===== src/rtl/approx_wallace_accumulate_stage.sv =====
// approx_wallace_accumulate_stage
// Closes the approximate Wallace-tree MAC path. The final two reduced rows are
// captured (P1) and then added exactly and folded into a running frame sum (P2).
// After ACC_LEN products the frame sum is offered on a valid/ready handshake.
//
// Ports:
//   clk_i        rising-edge clock
//   rst_ni       asynchronous active-low reset
//   clear_i      synchronous frame flush (discards partial or pending frame)
//   in_valid_i   reduced rows present
//   in_ready_o   stage accepts rows this cycle
//   sum_vec_i    reduced sum row, bit i has weight 2^i
//   carry_vec_i  reduced carry row, pre-aligned, bit i has weight 2^i
//   out_valid_o  frame sum available
//   out_ready_i  consumer takes frame sum
//   acc_out_o    accumulator register (meaningful while out_valid_o=1)
//   overflow_o   sticky per frame: the sum exceeded 2^ACC_WIDTH-1
module approx_wallace_accumulate_stage #(
  parameter int unsigned ACC_WIDTH = 24,
  parameter int unsigned ACC_LEN   = 16,
  parameter bit          SATURATE  = 1'b1
) (
  input  logic                 clk_i,
  input  logic                 rst_ni,
  input  logic                 clear_i,
  input  logic                 in_valid_i,
  output logic                 in_ready_o,
  input  logic [15:0]          sum_vec_i,
  input  logic [15:0]          carry_vec_i,
  output logic                 out_valid_o,
  input  logic                 out_ready_i,
  output logic [ACC_WIDTH-1:0] acc_out_o,
  output logic                 overflow_o
);

  localparam int unsigned          CntW   = $clog2(ACC_LEN + 1);
  localparam logic [CntW-1:0]      LenCnt = CntW'(ACC_LEN);
  localparam logic [ACC_WIDTH-1:0] AccMax = '1;

  typedef enum logic [1:0] {StIdle, StAccum, StDone} state_e;

  state_e                 state_q, state_d;
  logic                   p1_valid_q, p1_valid_d;
  logic [15:0]            p1_sum_q, p1_sum_d;
  logic [15:0]            p1_carry_q, p1_carry_d;
  logic [CntW-1:0]        taken_q, taken_d;
  logic [CntW-1:0]        added_q, added_d;
  logic [ACC_WIDTH-1:0]   acc_q, acc_d;
  logic                   ovf_q, ovf_d;

  logic                   accept;
  logic [16:0]            product;
  logic [ACC_WIDTH:0]     sum_full;

  // Terms beyond ACC_LEN are held off (not dropped) until the frame is handed over.
  assign in_ready_o = rst_ni & ~clear_i & (state_q != StDone) & (taken_q < LenCnt);
  assign accept     = in_valid_i & in_ready_o;

  assign product  = {1'b0, p1_sum_q} + {1'b0, p1_carry_q};
  assign sum_full = {1'b0, acc_q} + {{(ACC_WIDTH - 16){1'b0}}, product};

  always_comb begin
    state_d    = state_q;
    p1_valid_d = 1'b0;
    p1_sum_d   = p1_sum_q;
    p1_carry_d = p1_carry_q;
    taken_d    = taken_q;
    added_d    = added_q;
    acc_d      = acc_q;
    ovf_d      = ovf_q;

    if (clear_i) begin
      state_d = StIdle;
      taken_d = '0;
      added_d = '0;
      acc_d   = '0;
      ovf_d   = 1'b0;
    end else begin
      if (accept) begin
        p1_valid_d = 1'b1;
        p1_sum_d   = sum_vec_i;
        p1_carry_d = carry_vec_i;
        taken_d    = taken_q + CntW'(1);
      end

      if (p1_valid_q) begin
        added_d = added_q + CntW'(1);
        if (sum_full[ACC_WIDTH]) begin
          ovf_d = 1'b1;
          // Once clamped at all-ones, any further non-zero add carries out again,
          // so the clamp persists for the rest of the frame.
          acc_d = SATURATE ? AccMax : sum_full[ACC_WIDTH-1:0];
        end else begin
          acc_d = sum_full[ACC_WIDTH-1:0];
        end
      end

      unique case (state_q)
        StIdle: begin
          if (accept) state_d = StAccum;
        end
        // Waiting for the registered count adds the second edge of output latency.
        StAccum: begin
          if (added_q == LenCnt) state_d = StDone;
        end
        StDone: begin
          if (out_ready_i) begin
            state_d = StIdle;
            taken_d = '0;
            added_d = '0;
            acc_d   = '0;
            ovf_d   = 1'b0;
          end
        end
        default: state_d = StIdle;
      endcase
    end
  end

  always_ff @(posedge clk_i or negedge rst_ni) begin
    if (!rst_ni) begin
      state_q    <= StIdle;
      p1_valid_q <= 1'b0;
      p1_sum_q   <= '0;
      p1_carry_q <= '0;
      taken_q    <= '0;
      added_q    <= '0;
      acc_q      <= '0;
      ovf_q      <= 1'b0;
    end else begin
      state_q    <= state_d;
      p1_valid_q <= p1_valid_d;
      p1_sum_q   <= p1_sum_d;
      p1_carry_q <= p1_carry_d;
      taken_q    <= taken_d;
      added_q    <= added_d;
      acc_q      <= acc_d;
      ovf_q      <= ovf_d;
    end
  end

  assign out_valid_o = (state_q == StDone);
  assign acc_out_o   = acc_q;
  assign overflow_o  = ovf_q;

endmodule


===== config.mk =====
export PLATFORM = sky130hd
export DESIGN_NAME = approx_wallace_accumulate_stage
export DESIGN_NICKNAME = d
export VERILOG_FILES = /design/src/rtl/approx_wallace_accumulate_stage.sv
export SDC_FILE = /design/constraint.sdc
export NUM_CORES = 1
export LEC_CHECK = 0
export BUFFER_PORTS_ARGS = -buffer_cell sky130_fd_sc_hd__buf_4
export CORE_AREA = 2 2 84 94
export DETAILED_ROUTE_END_ITERATION = 7
export DIE_AREA = 0 0 86 96
export GPL_TIMING_DRIVEN = 0
export HOLD_SLACK_MARGIN = 0.06
export PLACE_DENSITY_LB_ADDON = 0.25
export RECOVER_POWER = 25
export SETUP_SLACK_MARGIN = 0.2
export SLEW_MARGIN = 0
export SYNTH_ARGS = -nofsm -noshare
export SYNTH_HDL_FRONTEND = slang
export SYNTH_SLANG_ARGS = --single-unit
export TNS_END_PERCENT = 10

===== constraint.sdc =====
create_clock -name clk_i -period 3.8 [get_ports clk_i]
set_input_delay 0.76 -clock clk_i [delete_from_list [all_inputs] [get_ports clk_i]]
set_output_delay 0.76 -clock clk_i [all_outputs]
set_load 0.02 [all_outputs]

; After elaboration in Yosys (flattened, before gate mapping)
; Cells that the tools add are included.
; Widths: inputs -> output; s select.
[op_classes]
add_sub_neg = 4
magnitude_cmp = 1
eq_ne = 7
n_mux = 25
bitwise = 5
n_reduce_logical = 3
[op_table]
columns = cell, n
row1 = $mux 24, 5
row2 = $mux 5, 8
row3 = $add 24x17->25, 1
row4 = $add 16x16->17, 1
row5 = $add 5x1->5 const B, 2
row6 = $mux 2, 4
row7 = $mux 1, 7
row8 = $ne 3x3->1 const B, 2
row9 = $pmux 2 s3, 1
row10 = $eq 5x5->1 const B, 1
row11 = $lt 5x5->1 const B, 1
row12 = $and 1x1->1, 4
row13 = $ne 3x2->1 const B, 1
row14 = $reduce_and 3->1, 1
row15 = $eq 2x1->1 const B, 1
row16 = $eq 2x2->1 const B, 1
row17 = $logic_not 2->1, 1
row18 = $ne 2x2->1 const B, 1
row19 = $reduce_and 2->1, 1
row20 = $not 1->1, 1
[totals]
ff_bits = 70
input_bits = 37
output_inout_bits = 27

; Longest topological paths before layout
[logic_depth]
depth_word = 9
mapped_depth = 13
depth_no_buf = 13

; Worst setup path after synthesis
; Ideal clock, no wire load.
[synth_path]
path_type = register to register
from = register acc_q[1] (netlist: acc_out_o[1])
to = register acc_q[19] (netlist: acc_out_o[19])
setup_time_ns = 0.144
t_arrival_ns = 2.859
t_required_ns = 3.656
path_slack_ns = 0.798
path_stages_with_launch = 12
path_buffers = 0
path_cell_list = dfrtp_1 -> fa_1 -> ha_1 -> inv_1 -> fa_1 -> nor2b_1 -> o211ai_1 -> a311oi_2 -> o21ai_1 -> and2_1 -> nor4b_1 -> a211oi_1
[synth_via]
elab_chain_len = 6
[synth_rtl]
columns = item, line_no
row1 = "start, declared", 48  ; logic [ACC_WIDTH-1:0] acc_q, acc_d;
row2 = "start signal, assigned", 128  ; acc_q <= '0;
row3 = "start signal, assigned", 137  ; acc_q <= acc_d;
row4 = $add 24x17->25 *, 60  ; assign sum_full = {1'b0, acc_q} + {{(ACC_WIDTH - 16){1'b0}}, product};
row5 = $mux 24 *, 88  ; if (sum_full[ACC_WIDTH]) begin
row6 = $mux 24 *, 86  ; if (p1_valid_q) begin
row7 = $mux 24, 107  ; if (out_ready_i) begin
row8 = $mux 24 *, 98  ; unique case (state_q)
row9 = $mux 24 *, 72  ; if (clear_i) begin
row10 = named net acc_d[19], 48
; Mark *: on every way through the listed nets, which the timed path passes. The rest lies on a longest branch.
; A chain may end at the register's enable or synchronous reset.

; Worst setup path after layout
; Ends and elaborated chain as after synthesis.

==> results.py <==
metrics = {
    "cts": {
        "cts_hold_buf": 0,
        "postCtsSetupRepairBufs": 0,
        "cts_tree": "built",
        "cts-root-buf": "clkbuf_8",
        "cts-resized-gates": 0,
        "clk_transition_reported_paths_ns": 0.08,
        "cts_sinks": 70,
        "ctsHtreeMaxLevel": 3,
        "clockBufferDepth": 2,
        "cts_buffers": 9,
        "clk_latency_ns": 0.35,
    },
    "routing": {
        "via_per_inst": 5.75,
        "first_pass_iters": 4,
        "wirelength_um": 8820,
        "wl_per_cell_um": 16.4,
        "drtAntennaViolNets": 0,
        "drt-initial-drc-count": 150,
        "vias": 3089,
        "post-route-drc-count": 0,
    },
    "sta": {
        "clock_skew_ns": 0.0139,
        "slew_headroom_pct": 41.8,
        "rsz0062_at_grt": "no",
        "holdWs_ns": 0.466,
        "setup_ws_ns": 0.402,
        "slew_viol_final": 0,
        "period_needed_ns": 3.40,
        "setup_viol": 0,
        "fmax_mhz": 294,
        "tightest_slew_ns": 0.872,
        "min_period_over_period_pct": 89.4,
        "final_hold_viol_count": 0,
        "tns_ns": 0,
    },
    "pwr": {
        "peakVddDrop_mv": 0.375,
        "p_int_mw": 1.82,
        "pwr-share-clk_pct": 27.1,
        "switching_share_pct": 35.0,
        "p_leak_nw": 2.25,
        "power.total_mw": 2.80,
        "switchingPower_uw": 982,
        "power_density_nw_per_um2": 568,
        "seq_power_share_pct": 31.8,
        "comb_power_share_pct": 41.1,
    },
    "cells_and_area": {
        "nets": 518,
        "drive_gt1_share_pct": 30.4,
        "antenna_cells": 0,
        "final_cells": 537,
        "fillers": 582,
        "syn_to_final_growth_pct": 20.3,
        "fin_util_pct": 67.5,
        "fin_area_um2": 4930,
    },
    "synthesis": {
        "synthTopCellsByArea": "dfrtp_1, fa_1, mux2_2",
        "synth_top_flop_cell": "dfrtp_1",
        "synth_top_cell_by_area": "dfrtp_1",
        "synth_area_um2": 4100,
        "synth.avg_cell_area_um2": 11.1,
        "synth_seq_cells": 70,
        "async_reset_ff_share_pct": 100,
        "syn_nets": 444,
        "synth.yosys.seq_area_share_pct": 42.7,
        "synth_top_area_share_pct": 42.7,
        "synth_commonest_cells": "dfrtp_1, a21oi_1, mux2_2, nor2_1, o21ai_0",
        "ys_warn_count": 0,
        "synthMostInstantiatedCell": "dfrtp_1",
        "synthCells": 371,
        "yosysUniqueCellTypes": 54,
        "synth_edf_count": 0,
    },
    "global_routing": {
        "grt_pass1_wl_um": 14700,
        "grt_max_degree": 72,
        "grt_pass1_vias": 3204,
        "antenna_found_initial": 0,
        "grt_remaining_overflow": 0,
        "grt.total_usage_pct": 22.8,
    },
    "floorplanning": {
        "initial_utilization_pct": 56.1,
        "rows": 33,
        "die_h_um": 96,
        "dieArea_um2": 8260,
        "die_x_um": 86,
        "coreArea_um2": 7310,
        "io_pins": 64,
    },
    "placement": {
        "hpwl_um": 6370,
        "place_worst_setup_slack_ns": 0.515,
        "placed_cells": 521,
        "gp_congestion": 0.912,
        "port_buffers": 63,
        "dpl_cell_area_um2": 4680,
    },
    "critical_path": {
        "crit_fanout": 3,
        "path_class": "register to register",
        "cp-start-kind": "register",
        "path_buf_inv": 1,
        "slowest_stage": "fa_1",
        "rr_startpoint": "acc_out_o[1]",
        "cp-end-kind": "register",
        "worst_ep_required_time_ns": 4.00,
        "worstPathCellList": "fa_1, ha_1, inv_1, fa_1, nor2b_1, o211ai_1, a311oi_2, o21ai_1, and2_1, nor4b_1, a211oi_1",
        "crit_start": "acc_out_o[1]",
        "cp_top_family": "adder cells",
        "cp_common_cell": "fa_1",
        "crit_arrival_ns": 3.60,
        "critical_path.max_stage_delay_ns": 0.55,
    },
    "run": {
        "maxCapViolCount": 0,
    },
    "outcome": {
        "status": "finished, final reports clean",
    },
    "worst_hold_path": {
        "hold_path_class": "register to register",
        "hold_start": "state_q[1]",
    },
}
state kept, by name, indices dropped and copies added, names as in the netlist:
signal / cells
acc_out_o: 24
p1_carry_q: 16
p1_sum_q: 16
added_q: 5
taken_q: 5
state_q: 2
overflow_o: 1
p1_valid_q: 1
cell families after synthesis:
| kind of cell | after synthesis | share of synthesized area [%] |
|---|---|---|
| compound gates | 93 | 14.9 |
| xor+xnor | 21 | 4.49 |
| fa+ha+maj | 36 | 14.1 |
| buf+inv | 34 | 4.03 |
| flops | 70 | 42.7 |
| mux | 32 | 8.73 |
| simple gates | 85 | 11.1 |
area by class of cell:
class	instances	area (um^2)	area share (%)
clock inverters	3	90.1	1.83
clock buffers	13	159	3.22
repair buffers	63	473	9.59
plain buffers	17	101	2.06
inverters	17	63.8	1.29
multi-input cells	267	2180	44.3
well taps	87	109	2.21
flip-flops and latches	70	1750	35.5
power by group through the flow:
stage | combinational, mW | clock [mW] | sequential, mW
2_1_floorplan | 0.873 | 0 | 0.908
3_3_place_gp | 1.10 | 0 | 0.903
3_5_place_dp | 1.13 | 0 | 0.908
4_1_cts | 1.15 | 0.766 | 0.893
5_1_grt | 1.28 | 0.800 | 0.905
6_report | 1.15 | 0.759 | 0.892
metal layers:
layer	global-route usage (%)	part of all wire, %
met1	28.8	44
met2	39.2	50
met3	3.77	4.1
met4	9.26	1.9
met5	0	0
path summary, 6_finish.rpt:
path	slack, ns	end	depth (start not counted)
worst min register to register	0.47	state_q[0]	1
worst min-delay path	0.47	state_q[0]	1
min in group asynchronous	0.51	state_q[0]	1
max in group asynchronous	2.70	acc_out_o[9]	1
worst max register to register	0.40	acc_out_o[19]	11
worst max-delay path	0.40	acc_out_o[19]	11
layout by cell type, fill, tap and decap left out, types with 12 or more instances in the layout:
master and n:
mux2_2 30, fa_1 17, o21ai_0 24, xor2_1 12, buf_4 65, nand2_1 17
ha_1 19, inv_1 17, a21oi_1 33, nor2_1 28, dfrtp_1 70
Power figures use the tool's default switching activity.
